===== src/rtl/uart_pkg.sv =====
`default_nettype none
// +--------------------------------------------------------------------------+
// | Package     : uart_pkg                                                   |
// | Description : Shared UART definitions. These are the FSM state encoding, |
// |               the serial line levels and the default bit period.         |
// |               The transmitter uses this package now, and the receiver    |
// |               will use it later.                                         |
// | Revision    : 1.0 - initial release                                      |
// +--------------------------------------------------------------------------+
package uart_pkg;

    // Explicit 3-bit encoding. PARITY is always enumerated, and it is only
    // reachable when the parity build option is enabled.
    typedef enum logic [2:0] {
        IDLE   = 3'd0,
        FETCH  = 3'd1,
        LOAD   = 3'd2,
        START  = 3'd3,
        DATA   = 3'd4,
        STOP   = 3'd5,
        PARITY = 3'd6
    } uart_state_t;

    localparam logic UART_IDLE  = 1'b1;
    localparam logic UART_START = 1'b0;

    localparam int DEFAULT_CLKS_PER_BIT = 16;

endpackage
`default_nettype wire


===== src/rtl/uart_baud_tick.sv =====
`default_nettype none
// +--------------------------------------------------------------------------+
// | Module      : uart_baud_tick                                             |
// | Description : Bit-period counter for the UART. It counts from 0 up to    |
// |               CLKS_PER_BIT-1 and then wraps. o_tick is high in the last  |
// |               cycle of each bit. A synchronous clear holds the count at  |
// |               zero.                                                      |
// | Ports       : clk    - system clock, rising edge                         |
// |               rst_n  - asynchronous active-low reset                     |
// |               i_clr  - synchronous clear (count forced to 0)             |
// |               o_cnt  - current count                                     |
// |               o_tick - count == CLKS_PER_BIT-1                           |
// | Revision    : 1.0 - initial release                                      |
// +--------------------------------------------------------------------------+
module uart_baud_tick #(
    parameter int CLKS_PER_BIT = uart_pkg::DEFAULT_CLKS_PER_BIT,
    parameter int CNT_W        = $clog2(CLKS_PER_BIT)
) (
    input  logic             clk,
    input  logic             rst_n,
    input  logic             i_clr,
    output logic [CNT_W-1:0] o_cnt,
    output logic             o_tick
);

    localparam logic [CNT_W-1:0] c_last = CNT_W'(CLKS_PER_BIT - 1);

    logic [CNT_W-1:0] r_cnt;
    logic             w_tick;

    assign w_tick = (r_cnt == c_last);

    always_ff @(posedge clk or negedge rst_n) begin
        if (!rst_n) begin
            r_cnt <= '0;
        end else if (i_clr || w_tick) begin
            r_cnt <= '0;
        end else begin
            r_cnt <= r_cnt + 1'b1;
        end
    end

    assign o_cnt  = r_cnt;
    assign o_tick = w_tick;

endmodule
`default_nettype wire


===== src/rtl/fifo_uart_tx.sv =====
`default_nettype none
// +--------------------------------------------------------------------------+
// | Module      : fifo_uart_tx                                               |
// | Description : Drains the byte FIFO and sends each byte as an 8N1 UART    |
// |               frame on tx. The FIFO read data is registered, so the      |
// |               byte read in FETCH is captured in LOAD.                    |
// |               Build option FIFO_UART_TX_PARITY_EN inserts an even-parity |
// |               bit between the data bits and the stop bit.                |
// | Ports       : clk        - system clock, rising edge                     |
// |               rst_n      - asynchronous active-low reset                 |
// |               tx_en      - allows a new frame to start                   |
// |               fifo_empty - FIFO empty flag                               |
// |               fifo_dout  - FIFO read data (one cycle after fifo_re)      |
// |               fifo_re    - FIFO read enable, one cycle per byte          |
// |               tx         - serial line, idles high                       |
// |               busy       - high whenever the FSM is not in IDLE          |
// |               frame_done - pulse on the last cycle of the stop bit       |
// | Revision    : 1.0 - initial release                                      |
// +--------------------------------------------------------------------------+
module fifo_uart_tx
    import uart_pkg::*;
#(
    parameter int CLKS_PER_BIT = DEFAULT_CLKS_PER_BIT,
    parameter int DATA_W       = 8
) (
    input  logic              clk,
    input  logic              rst_n,
    input  logic              tx_en,
    input  logic              fifo_empty,
    input  logic [DATA_W-1:0] fifo_dout,
    output logic              fifo_re,
    output logic              tx,
    output logic              busy,
    output logic              frame_done
);

    localparam int CNT_W = $clog2(CLKS_PER_BIT);
    localparam int BIT_W = $clog2(DATA_W);

    localparam logic [BIT_W-1:0] c_last_bit = BIT_W'(DATA_W - 1);
    // frame_done is registered. It is armed one cycle before the final
    // stop-bit cycle, so that it is high in the final cycle itself.
    localparam logic [CNT_W-1:0] c_pre_last = CNT_W'(CLKS_PER_BIT - 2);

    uart_state_t       r_state;
    logic [DATA_W-1:0] r_shift;
    logic [BIT_W-1:0]  r_bit_cnt;
    logic              r_tx;
    logic              r_frame_done;
`ifdef FIFO_UART_TX_PARITY_EN
    logic              r_parity;
`endif

    logic [CNT_W-1:0]  w_cnt;
    logic              w_tick;
    logic              w_clr;
    logic [DATA_W-1:0] w_shift_nxt;

    // The counter is held at zero until the frame starts. This means START
    // begins counting from 0. Later bit boundaries wrap on their own.
    assign w_clr = (r_state == IDLE) || (r_state == FETCH) || (r_state == LOAD);

    uart_baud_tick #(
        .CLKS_PER_BIT (CLKS_PER_BIT),
        .CNT_W        (CNT_W)
    ) u_baud (
        .clk    (clk),
        .rst_n  (rst_n),
        .i_clr  (w_clr),
        .o_cnt  (w_cnt),
        .o_tick (w_tick)
    );

    assign w_shift_nxt = r_shift >> 1;

    always_ff @(posedge clk or negedge rst_n) begin
        if (!rst_n) begin
            r_state      <= IDLE;
            r_shift      <= '0;
            r_bit_cnt    <= '0;
            r_tx         <= UART_IDLE;
            r_frame_done <= 1'b0;
`ifdef FIFO_UART_TX_PARITY_EN
            r_parity     <= 1'b0;
`endif
        end else begin
            r_frame_done <= 1'b0;
            case (r_state)
                IDLE: begin
                    r_tx <= UART_IDLE;
                    if (tx_en && !fifo_empty) begin
                        r_state <= FETCH;
                    end
                end
                FETCH: begin
                    r_state <= LOAD;
                end
                LOAD: begin
                    r_shift   <= fifo_dout;
                    r_bit_cnt <= '0;
`ifdef FIFO_UART_TX_PARITY_EN
                    r_parity  <= ^fifo_dout;
`endif
                    r_tx      <= UART_START;
                    r_state   <= START;
                end
                START: begin
                    if (w_tick) begin
                        r_bit_cnt <= '0;
                        r_tx      <= r_shift[0];
                        r_state   <= DATA;
                    end
                end
                DATA: begin
                    if (w_tick) begin
                        r_shift   <= w_shift_nxt;
                        r_bit_cnt <= r_bit_cnt + 1'b1;
                        if (r_bit_cnt == c_last_bit) begin
`ifdef FIFO_UART_TX_PARITY_EN
                            r_tx    <= r_parity;
                            r_state <= PARITY;
`else
                            r_tx    <= UART_IDLE;
                            r_state <= STOP;
`endif
                        end else begin
                            // tx always follows the LSB of the shift register.
                            r_tx <= w_shift_nxt[0];
                        end
                    end
                end
`ifdef FIFO_UART_TX_PARITY_EN
                PARITY: begin
                    if (w_tick) begin
                        r_tx    <= UART_IDLE;
                        r_state <= STOP;
                    end
                end
`endif
                STOP: begin
                    r_tx <= UART_IDLE;
                    if (w_cnt == c_pre_last) begin
                        r_frame_done <= 1'b1;
                    end
                    if (w_tick) begin
                        r_state <= IDLE;
                    end
                end
                default: begin
                    r_tx    <= UART_IDLE;
                    r_state <= IDLE;
                end
            endcase
        end
    end

    // fifo_re and busy are decoded directly from the state register.
    assign fifo_re    = (r_state == FETCH);
    assign busy       = (r_state != IDLE);
    assign tx         = r_tx;
    assign frame_done = r_frame_done;

endmodule
`default_nettype wire


===== config.mk =====
export PLATFORM = sky130hd
export DESIGN_NAME = fifo_uart_tx
export DESIGN_NICKNAME = d
export VERILOG_FILES = /design/src/rtl/uart_pkg.sv /design/src/rtl/uart_baud_tick.sv /design/src/rtl/fifo_uart_tx.sv
export SDC_FILE = /design/constraint.sdc
export NUM_CORES = 1
export LEC_CHECK = 0
export CAP_MARGIN = 40
export CORE_MARGIN = 8
export CORE_UTILIZATION = 40
export CTS_BUF_LIST = sky130_fd_sc_hd__clkbuf_2 sky130_fd_sc_hd__clkbuf_4 sky130_fd_sc_hd__clkbuf_8
export DETAILED_ROUTE_END_ITERATION = 8
export PLACE_DENSITY = 0.61
export SYNTH_ARGS = -nofsm -noshare
export SYNTH_HDL_FRONTEND = slang
export SYNTH_HIERARCHICAL = 1
export SYNTH_SLANG_ARGS = --single-unit

===== constraint.sdc =====
create_clock -name clk -period 1.9 [get_ports clk]
set_input_delay 0.38 -clock clk [delete_from_list [all_inputs] [get_ports clk]]
set_output_delay 0.38 -clock clk [all_outputs]
set_load 0.01 [all_outputs]

==> results.cfg <==
[status]
status = finished, final reports clean

[synth]
syn_area_per_cell_um2 = 12.37
synth-seq-area-share_pct = 45.06
synth-xor-area-share_pct = 0.7865
netlist_instances = 90
synth_fp_nets = 105
async_reset_ff_share_pct = 100.0
yosys_warnings = 6
synth-compound-area-share_pct = 12.36
synth_top_family_by_area = multiplexers
synth_cell_types = 36
synthMuxAreaShare_pct = 19.55
synth_edf_count = 0
synthAdderAreaFrac_pct = 3.371
syn_area_mm2 = 0.001114
ys_seq_elements = 20
synth-simple-area-share_pct = 14.72
synth_flop_cell = dfrtp_1

[power]
switching_power_mw = 0.1531
switching_share_pct = 20.69
combPwrFrac_pct = 7.3
ir_drop_v = 0.0003953
power_frac_clock_pct = 33.5
power_density_mw_per_mm2 = 532.3
p_int_mw = 0.5868
seq_power_share_pct = 59.2
leakagePower_nw = 0.6662

[layout]
antenna_cells = 0
layout_common_cells = dfrtp_1 (19), clkdlybuf4s50_1 (13), buf_4 (12)
area_growth_pct = 24.83
fin_area_mm2 = 0.001390
final_cells = 146
fin_nets = 131
drive_gt1_share_pct = 28.70
final_common_cell = dfrtp_1

[clock_network]
cts_buffer_depth = 2
cts_root_buf = clkbuf_4
h-tree-depth = 1
numCtsBuffers = 3
clk_latency_ps = 290
tritoncts = done
cts.sinks = 20
path_clk_slew_ps = 120
ctsHoldBuffers = 0

[setup_path]
start_kind = register
setup.worst_path.end_class = output pin
crit_required_ps = 1520
r2r_cells = 5
critPathArrivalTime_ps = 1420
slowest_delay_ps = 410
crit_chain = buf_4 > or3_1 > clkdlybuf4s15_1
cp_max_fo = 7
cp_slowest_cell = dfrtp_1
path_depth = 3
cp_top_family = flip-flops
worstSetupPathType = register to output pin
critPathBufInv = 2

[global_route]
grt_overflow = 0
antenna_found_initial = 0
grt_max_degree = 16
grt_pass1_vias = 849
grtUsageTotal_pct = 10.38
grt_pass1_wl_um = 3781

[drt]
num_vias = 782
ant_nets = 0
viasPerCell = 5.356
first_pass_iters = 3
wirelength_um = 2317
drcViolationCount = 0
wl_per_cell_um = 15.87
drt_iter0_markers = 11

[sta]
hold_violations = 0
tightest_slew_ps = 492.3
maxSlewViolCount = 0
period_share_pct = 94.85
max_slew_margin_pct = 67.08
min_period_ps = 1802
tns_ps = 0
setup_viol = 0
hold_slack_ps = 402.2
fin_skew_ps = 2.507
rsz0062_at_grt = no
max_freq_mhz = 554.9

[floorplanning]
core.rowCount = 19
die_w_um = 68.76
io_pins = 16
die_h_um = 68.76
core_mm2 = 0.002710
floorplan.initialDensity_pct = 41.09
die_area_mm2 = 0.004728

[worst_hold_path]
min_path_type = primary input to asynchronous set/reset pin

[place]
port_buffers = 15
placed_area_mm2 = 0.001335
dp.cells = 140
place_congestion = 0.7264
dpl.hpwl_um = 1702

[flow_run]
drv_cap = 0
[stage by stage]
step                utilization, %  worst slack (ps)  power [mW]
floorplan                        -             194.1      0.4627
global placement             49.26             106.0      0.4996
detailed placement           49.26             82.31      0.5006
CTS                          50.69             18.25      0.7506
global route                 51.29             10.92      0.7751
finish                       51.29             97.83      0.7399
[state kept, by name, summed over array words and instances, names as in the netlist]
signal        cells
frame_done        1
r_bit_cnt         3
r_shift           8
r_state           3
tx                1
u_baud/o_cnt      4
[synthesized netlist by cell type, types with 2 or more instances]
master,n,share of area [%]
mux2i_1,3,2.7
nand2b_1,2,1.1
nand3b_1,2,1.3
mux2_4,11,15
dfrtp_1,19,43
a21oi_1,3,1.3
nor2_1,4,1.3
a31oi_1,2,1.1
ha_1,3,3.4
a21o_1,2,1.3
buf_6,2,2.0
nor3_1,3,1.3
buf_2,4,1.8
nor3b_1,4,2.7
nand2_1,4,1.3
a32o_1,2,1.8
[worst reg2reg max path, stage by stage (launching register included)]
cell and delay, ps:
dfrtp_1 430, ha_1 230, and3_4 210, nand3b_1 140, a21oi_4 350, mux2_4 340
[per-layer routing]
layer / global-route usage, % / part of all wire (%)
met4: 3.008 / 0.52
met5: 0 / 0
met1: 11.25 / 41
met3: 3.231 / 6.9
met2: 18.93 / 51
[area by class of cell]
| cell class | count | area, um2 |
|---|---|---|
| clock buffer | 4 | 36.28 |
| fill | 257 | 1320 |
| inverter | 1 | 3.754 |
| sequential | 20 | 501.7 |
| timing repair buffer | 27 | 239.0 |
| multi-input combinational | 63 | 570.5 |
| tap | 31 | 38.79 |
[path summary, 6_finish.rpt]
path	start	to	slack [ps]
max	r_state[2]	busy	100
min	rst_n	r_shift[1]	400
max reg2reg	u_baud/o_cnt[0]	r_shift[4]	100
min reg2reg	r_bit_cnt[1]	r_bit_cnt[1]	520
max in group asynchronous	rst_n	r_state[2]	960
min in group clk	r_bit_cnt[1]	r_bit_cnt[1]	520
[cell families (layout without fill, tap and decap cells)]
group | count (synthesis) | count (layout)
and+or+nand+nor | 26 | 26
DFF | 20 | 20
AOI/OAI and AO/OA | 17 | 17
muxes | 16 | 16
buffers and inverters | 7 | 32
adders and majority gates | 3 | 3
xor gates and xnor gates | 1 | 1
[power groups by stage]
stage | Combinational (mW) | Clock, mW | Sequential, mW
final | 0.0542 | 0.248 | 0.438
after global routing | 0.0595 | 0.276 | 0.439
after CTS | 0.0550 | 0.257 | 0.438
after detailed placement | 0.0546 | 0 | 0.446
after global placement | 0.0536 | 0 | 0.446
after floorplan | 0.0171 | 0 | 0.446
[what timing repair did]
| item | in CTS | in global routing |
|---|---|---|
| resized for setup | 3 | 1 |
| pin swaps | 0 | 1 |
| setup buffers | 0 | 2 |
| hold endpoints to repair | 0 | 0 |
| setup endpoints to repair | 2 | 7 |
Note: power is estimated with default switching activity, not from simulation.
